`src/rtl/cpu_sequencer.sv`:
```
// cpu_sequencer: multi-cycle control FSM for the CPU core.
//
// Steps one instruction at a time through FETCH, DECODE, EXEC, optional MEM
// and WB. It drives the program-counter enables, the IR load, the register-file
// write and the instruction/data memory requests. It also reports halt/error
// status and counts retired instructions.
//
// Ports:
//   clk, rst          clock (rising edge), asynchronous active-high reset
//   run               1 = a new instruction fetch may be started
//   op                opcode field of the current IR; class = op[OP_WIDTH-1 -: 3]
//   cond              branch condition, sampled in EXEC
//   imem_ack/dmem_ack memory acknowledges
//   pc_we, pc_jump    PC write enable / select (0 = pc+1, 1 = branch target)
//   ir_we, rf_we      IR load / register-file write
//   imem_req          instruction fetch request
//   dmem_req, dmem_we data request and write qualifier
//   halted, error     terminal status
//   retired           count of completed instructions (wraps)
//   state_dbg         current FSM state, for debug and checkers
//
// Handshake: a request (imem_req or dmem_req) stays high once raised until the
// cycle in which its ack is high, and that cycle completes the transfer. An ack
// seen while the matching request is low is ignored. If a request sees TIMEOUT
// cycles with no ack, the FSM goes to ERROR and the request drops. An ack on the
// TIMEOUT-th cycle still completes the transfer.
module cpu_sequencer #(
  parameter int OP_WIDTH = 6,
  parameter int TIMEOUT  = 16
) (
  input  logic                clk,
  input  logic                rst,
  input  logic                run,
  input  logic [OP_WIDTH-1:0] op,
  input  logic                cond,
  input  logic                imem_ack,
  input  logic                dmem_ack,
  output logic                pc_we,
  output logic                pc_jump,
  output logic                ir_we,
  output logic                rf_we,
  output logic                imem_req,
  output logic                dmem_req,
  output logic                dmem_we,
  output logic                halted,
  output logic                error,
  output logic [31:0]         retired,
  output logic [2:0]          state_dbg
);

  typedef enum logic [2:0] {
    S_INIT, S_FETCH, S_DECODE, S_EXEC, S_MEM, S_WB, S_HALT, S_ERROR
  } state_t;

  localparam logic [2:0] C_ALU    = 3'b000;
  localparam logic [2:0] C_LOAD   = 3'b001;
  localparam logic [2:0] C_STORE  = 3'b010;
  localparam logic [2:0] C_JUMP   = 3'b011;
  localparam logic [2:0] C_BRANCH = 3'b100;
  localparam logic [2:0] C_ILL    = 3'b110;
  localparam logic [2:0] C_HALT   = 3'b111;

  localparam int            CW      = $clog2(TIMEOUT + 1);
  localparam logic [CW-1:0] TO_LAST = CW'(TIMEOUT - 1);

  state_t        state, state_nx;
  logic [2:0]    class_q;
  logic          cond_q;
  logic [CW-1:0] to_cnt;
  logic          fetch_pend;
  logic [31:0]   retired_q;
  logic [2:0]    op_class;
  logic          op_unused;

  logic pc_we_c, pc_jump_c, ir_we_c, rf_we_c, imem_req_c, dmem_req_c, dmem_we_c;
  logic req_wait;

  assign op_class  = op[OP_WIDTH-1 -: 3];
  assign op_unused = ^op[OP_WIDTH-4:0];

  always_comb begin
    state_nx   = state;
    pc_we_c    = 1'b0;
    pc_jump_c  = 1'b0;
    ir_we_c    = 1'b0;
    rf_we_c    = 1'b0;
    imem_req_c = 1'b0;
    dmem_req_c = 1'b0;
    dmem_we_c  = 1'b0;
    req_wait   = 1'b0;
    case (state)
      // The PC resets to all-ones; one increment here brings it to 0.
      S_INIT: begin
        pc_we_c  = 1'b1;
        state_nx = S_FETCH;
      end
      // Once raised, the fetch request is kept even if run drops.
      S_FETCH: begin
        imem_req_c = run | fetch_pend;
        if (imem_req_c && imem_ack) begin
          ir_we_c  = 1'b1;
          state_nx = S_DECODE;
        end else if (imem_req_c) begin
          req_wait = 1'b1;
          if (to_cnt == TO_LAST) state_nx = S_ERROR;
        end
      end
      S_DECODE: begin
        case (op_class)
          C_ILL:   state_nx = S_ERROR;
          C_HALT:  state_nx = S_HALT;
          default: state_nx = S_EXEC;
        endcase
      end
      S_EXEC: begin
        if (class_q == C_LOAD || class_q == C_STORE) state_nx = S_MEM;
        else                                         state_nx = S_WB;
      end
      S_MEM: begin
        dmem_req_c = 1'b1;
        dmem_we_c  = (class_q == C_STORE);
        if (dmem_ack) begin
          state_nx = S_WB;
        end else begin
          req_wait = 1'b1;
          if (to_cnt == TO_LAST) state_nx = S_ERROR;
        end
      end
      S_WB: begin
        pc_we_c   = 1'b1;
        rf_we_c   = (class_q == C_ALU) || (class_q == C_LOAD);
        pc_jump_c = (class_q == C_JUMP) || (class_q == C_BRANCH && cond_q);
        state_nx  = S_FETCH;
      end
      default: state_nx = state;  // HALT and ERROR are absorbing
    endcase
  end

  always_ff @(posedge clk or posedge rst) begin
    if (rst) begin
      state      <= S_INIT;
      class_q    <= 3'b000;
      cond_q     <= 1'b0;
      to_cnt     <= '0;
      fetch_pend <= 1'b0;
      retired_q  <= 32'd0;
    end else begin
      state      <= state_nx;
      fetch_pend <= (state_nx == S_FETCH) && imem_req_c && !imem_ack;
      if (state == S_DECODE) class_q <= op_class;
      if (state == S_EXEC)   cond_q  <= cond;
      if (state == S_WB)     retired_q <= retired_q + 32'd1;
      // Cleared in every state that precedes an entry to FETCH or MEM.
      if (req_wait)
        to_cnt <= to_cnt + 1'b1;
      else if (state != S_FETCH && state != S_MEM)
        to_cnt <= '0;
    end
  end

  // State resets to INIT, whose pc_we pulse must stay hidden while rst is high.
  assign pc_we     = pc_we_c    & ~rst;
  assign pc_jump   = pc_jump_c  & ~rst;
  assign ir_we     = ir_we_c    & ~rst;
  assign rf_we     = rf_we_c    & ~rst;
  assign imem_req  = imem_req_c & ~rst;
  assign dmem_req  = dmem_req_c & ~rst;
  assign dmem_we   = dmem_we_c  & ~rst;
  assign halted    = (state == S_HALT)  & ~rst;
  assign error     = (state == S_ERROR) & ~rst;
  assign retired   = retired_q;
  assign state_dbg = state;

endmodule

```
`config.mk`:
```
export PLATFORM = sky130hd
export DESIGN_NAME = cpu_sequencer
export DESIGN_NICKNAME = d
export VERILOG_FILES = /design/src/rtl/cpu_sequencer.sv
export SDC_FILE = /design/constraint.sdc
export NUM_CORES = 1
export LEC_CHECK = 0
export CAP_MARGIN = 20
export CORE_UTILIZATION = 53
export CTS_CLUSTER_DIAMETER = 120
export DETAILED_ROUTE_END_ITERATION = 10
export PLACE_DENSITY = 0.83
export SYNTH_ARGS = -nofsm -noshare
export SYNTH_HDL_FRONTEND = slang
export SYNTH_SLANG_ARGS = --single-unit
```
`constraint.sdc`:
```
create_clock -name clk -period 5.3 [get_ports clk]
set_input_delay 1.06 -clock clk [delete_from_list [all_inputs] [get_ports clk]]
set_output_delay 1.06 -clock clk [all_outputs]
set_load 0.05 [all_outputs]
```
# Word level (Yosys, flattened, before mapping)
# Cells that the tools add are included.
# W data, S select, Z words.
dict set report totals {
  register_bits 45
  input_bits 12
  out_inout_bits 44
  elab_cells 70
}
dict set report classes {
  n_addsub 2
  eq_ne 17
  mux 21
  bitwise_logic 11
  n_reduce_logical 13
}
# op n
set ops {}
lappend ops {{$add A32 B1 Y32 const B} 1}
lappend ops {{$eq A3 B3 Y1 const B} 7}
lappend ops {{$pmux W3 S5} 1}
lappend ops {{$eq A3 B2 Y1 const B} 4}
lappend ops {{$mux W1} 12}
lappend ops {{$mux W3} 4}
lappend ops {{$mux W5} 2}
lappend ops {{$and A1 B1 Y1} 9}
lappend ops {{$eq A3 B1 Y1 const B} 3}
lappend ops {{$logic_not A3 Y1} 2}
lappend ops {{$pmux W3 S2} 1}
lappend ops {{$add A5 B1 Y5 const B} 1}
lappend ops {{$eq A5 B4 Y1 const B} 1}
lappend ops {{$logic_and A1 B1 Y1} 5}
lappend ops {{$logic_or A1 B1 Y1} 3}
lappend ops {{$ne A3 B1 Y1 const B} 1}
lappend ops {{$ne A3 B3 Y1 const B} 1}
lappend ops {{$pmux W1 S2} 1}
lappend ops {{$reduce_bool A2 Y1} 1}
lappend ops {{$reduce_or A2 Y1} 1}
lappend ops {{$logic_not A1 Y1} 1}
lappend ops {{$not A1 Y1} 1}
lappend ops {{$or A1 B1 Y1} 1}

# Longest topological paths before layout
dict set report logic_depth {
  ltp_word 8
  depth_mapped 7
}

# Worst setup path before layout
# OpenSTA, ideal clock, no wires.
dict set report synth_path {
  path_type {input -> output}
  from {input rst}
  to {output dmem_we}
  t_arrival_ns 3.056
  required_time_ns 4.240
  path_slack_ns 1.184
  cell_stages 3
  n_path_buf 1
  path_cell_list {clkbuf_1 nor3b_1 and3b_1}
}
dict set report synth_via {
  elab_chain_cells 2
}
# item line
set synth_rtl {}
lappend synth_rtl {{start, declared} 32} ;# input logic rst,
lappend synth_rtl {{$not A1 Y1} 168} ;# assign dmem_we = dmem_we_c & ~rst;
lappend synth_rtl {{$and A1 B1 Y1} 168}
lappend synth_rtl {{end, declared} 44} ;# output logic dmem_we,
# No other way between the ends.

# Worst setup path after layout
# Ends and elaborated chain as after synthesis.

==> flow_metrics.env <==
export IMPL_status="finished clean"
export IMPL_p_per_area_nw_per_um2=391
export IMPL_clkPwrFrac=0.183
export IMPL_regArea_um2=1130
export IMPL_antenna_found_initial=0
export IMPL_drive_above_1_share=0.0843
export IMPL_die_height_um=67.3
export IMPL_syn_to_final_growth_pct=28.9
export IMPL_synth_common_cells="45 x dfrtp_1, 22 x xnor2_1, 18 x nand2_1"
export IMPL_synth_top_cells_by_area="dfrtp_1 50%, xnor2_1 8.5%, xor2_1 3.9%, nand2_1 3.0%, nand3_1 2.7%"
export IMPL_p_leak_nw=1.26
export IMPL_clk_pin_slew_ns=0.08
export IMPL_initial_core_util=0.557
export IMPL_totalPowerFinal_mw=1.14
export IMPL_min_period_over_period=0.753
export IMPL_netlist_instances=206
export IMPL_die_w_um=67.3
export IMPL_fillers=300
export IMPL_synth_cell_type_count=42
export IMPL_grt_max_degree=41
export IMPL_fin_ws_ns=1.31
export IMPL_synth_most_common_cell="dfrtp_1"
export IMPL_nets=276
export IMPL_syn_num_nets=221
export IMPL_slew_viol_final=0
export IMPL_p_comb_frac=0.381
export IMPL_cts_root_buf="clkbuf_8"
export IMPL_arrival_ns=2.93
export IMPL_slowest_stage="clkdlybuf4s50_1"
export IMPL_crit_fanout=9
export IMPL_ys_ff_latch=45
export IMPL_ant_nets=0
export IMPL_yosysSeqAreaShare=0.498
export IMPL_grt_usage=0.224
export IMPL_multi_input_area_um2=1090
export IMPL_clockBufferDepth=2
export IMPL_diodes=0
export IMPL_dp_cells=304
export IMPL_ctsHoldBuffers=0
export IMPL_cts_tree="done"
export IMPL_rsz0062_at_grt="false"
export IMPL_p_sw_frac=0.404
export IMPL_setup_tns_ns=0
export IMPL_routed_wl_um=4520
export IMPL_clkSinkCount=45
export IMPL_power_switching_mw=0.460
export IMPL_end_kind="output pin"
export IMPL_clk_latency_ns=0.29
export IMPL_grt_pass1_vias=1595
export IMPL_yosys_most_used_dff="dfrtp_1"
export IMPL_synth_top_area_share=0.498
export IMPL_overflow=0
export IMPL_hp_class="reg2reg"
export IMPL_pwr_share_seq=0.436
export IMPL_synth_async_reset_ratio=1.00
export IMPL_vdd_ir_drop_max_v=0.000372
export IMPL_grt_pass1_wl_um=7490
export IMPL_instances_no_fill=311
export IMPL_h_tree_depth=2
export IMPL_remaining_drc_errors=0
export IMPL_cp_slowest_stage_delay_ns=0.80
export IMPL_start_kind="input port"
export IMPL_synth_edff_count=0
export IMPL_rows=23
export IMPL_crit_family="buffers and inverters"
export IMPL_port_buffers=52
export IMPL_hold_viol=0
export IMPL_dr_first_iter_drc_count=126
export IMPL_cts_setup_buffers=0
export IMPL_max_cap_violations=0
export IMPL_die_area_um2=4530
export IMPL_critical_path_class="in2out"
export IMPL_critical_path_required_ns=4.24
export IMPL_finalWeightedCongestion=0.837
export IMPL_synth_avg_cell_area_um2=11.0
export IMPL_place_ws_ns=1.32
export IMPL_p_int_mw=0.680
export IMPL_worst_path_buf_inv=2
export IMPL_num_io_pins=56
export IMPL_min_period_ns=3.99
export IMPL_setup_violations=0
export IMPL_maxSlewHeadroom=0.599
export IMPL_vias=1712
export IMPL_drt_wirelength_per_cell_um=14.5
export IMPL_yosysTopAreaCell="dfrtp_1"
export IMPL_dr_pass1_iters=4
export IMPL_syn_area_um2=2260
export IMPL_vias_per_cell=5.50
export IMPL_ys_warn_count=0
export IMPL_place_hpwl_um=3330
export IMPL_path_cells="clkdlybuf4s50_1 -> nor3b_1 -> and3b_1 -> clkdlybuf4s50_1"
export IMPL_skew_ns=0.00669
export IMPL_tightest_slew_ns=0.598
export IMPL_critical_path_most_common_cell="clkdlybuf4s50_1"
export IMPL_ff2ff_setup_slack_ns=3.26
export IMPL_hold_slack_ns=0.477
export IMPL_cts_buffers=5
export IMPL_cts_resized=0
export IMPL_coreArea_um2=4060
export IMPL_fmax_ghz=0.251
## path summary, 6_finish.rpt
kind                               end         start  depth (start not counted)
min in group asynchronous    to_cnt[1]           rst                          2
setup reg to reg           retired[26]  state_dbg[0]                          4
setup / recovery               dmem_we           rst                          4
hold reg to reg            retired[31]   retired[31]                          1
hold / removal             retired[31]   retired[31]                          1
max in group asynchronous   retired[3]           rst                          3
## flip-flops by register name, indices dropped and copies added (netlist names)
signal,cells
state_dbg,3
fetch_pend,1
retired,32
to_cnt,5
cond_q,1
class_q,3
## per-stage QoR
stage,cell area (um2),util
5_1_grt,2910,0.718
3_5_place_dp,2830,0.697
2_1_floorplan,2260,-
4_1_cts,2910,0.718
6_report,2910,0.718
3_3_place_gp,2830,0.697
## cell type report
class | count | area share
Sequential cell | 45 | 0.386
Multi-Input combinational cell | 150 | 0.374
Timing Repair Buffer | 53 | 0.181
Clock buffer | 7 | 0.0296
Tap cell | 50 | 0.0215
Inverter | 6 | 0.00773
## kinds of logic (layout without fill, tap and decap cells)
family | after synthesis | after routing | synth area share
compound gates | 16 | 16 | 0.0515
fa+ha+maj | 3 | 3 | 0.0166
flops | 45 | 45 | 0.498
xor+xnor | 32 | 32 | 0.124
buf+inv | 11 | 66 | 0.0205
mux | 8 | 8 | 0.0382
simple gates | 91 | 91 | 0.251
## power by group through the flow
stage / registers, mW / logic (mW) / clock network [mW]
after floorplan: 0.568 / 0.240 / 0
after global placement: 0.502 / 0.432 / 0
after detailed placement: 0.503 / 0.437 / 0
after CTS: 0.497 / 0.438 / 0.213
after global routing: 0.513 / 0.466 / 0.226
final: 0.497 / 0.435 / 0.208
## routing by layer
metal,vias to the layer above,global-route usage,part of all wire
li1,841,-,-
met1,820,0.288,0.48
met2,45,0.368,0.47
met3,6,0.0574,0.041
met4,0,0.0718,0.012
met5,-,0,0
## cells in the final DEF (no fill, tap or decap), types with 4 or more instances in the layout
master,netlist,routed
and3_1,6,6
nor3_1,7,7
o21ai_0,5,5
nor2b_1,4,4
nor2_1,9,9
dfrtp_1,45,45
mux2_2,5,5
xor2_1,10,10
nand4_1,8,8
nand3_1,12,12
clkbuf_8,0,6
xnor2_1,22,22
nor4_1,4,4
inv_1,6,6
nand2_1,18,18
clkdlybuf4s50_1,0,52
(Power assumes the default switching activity.)
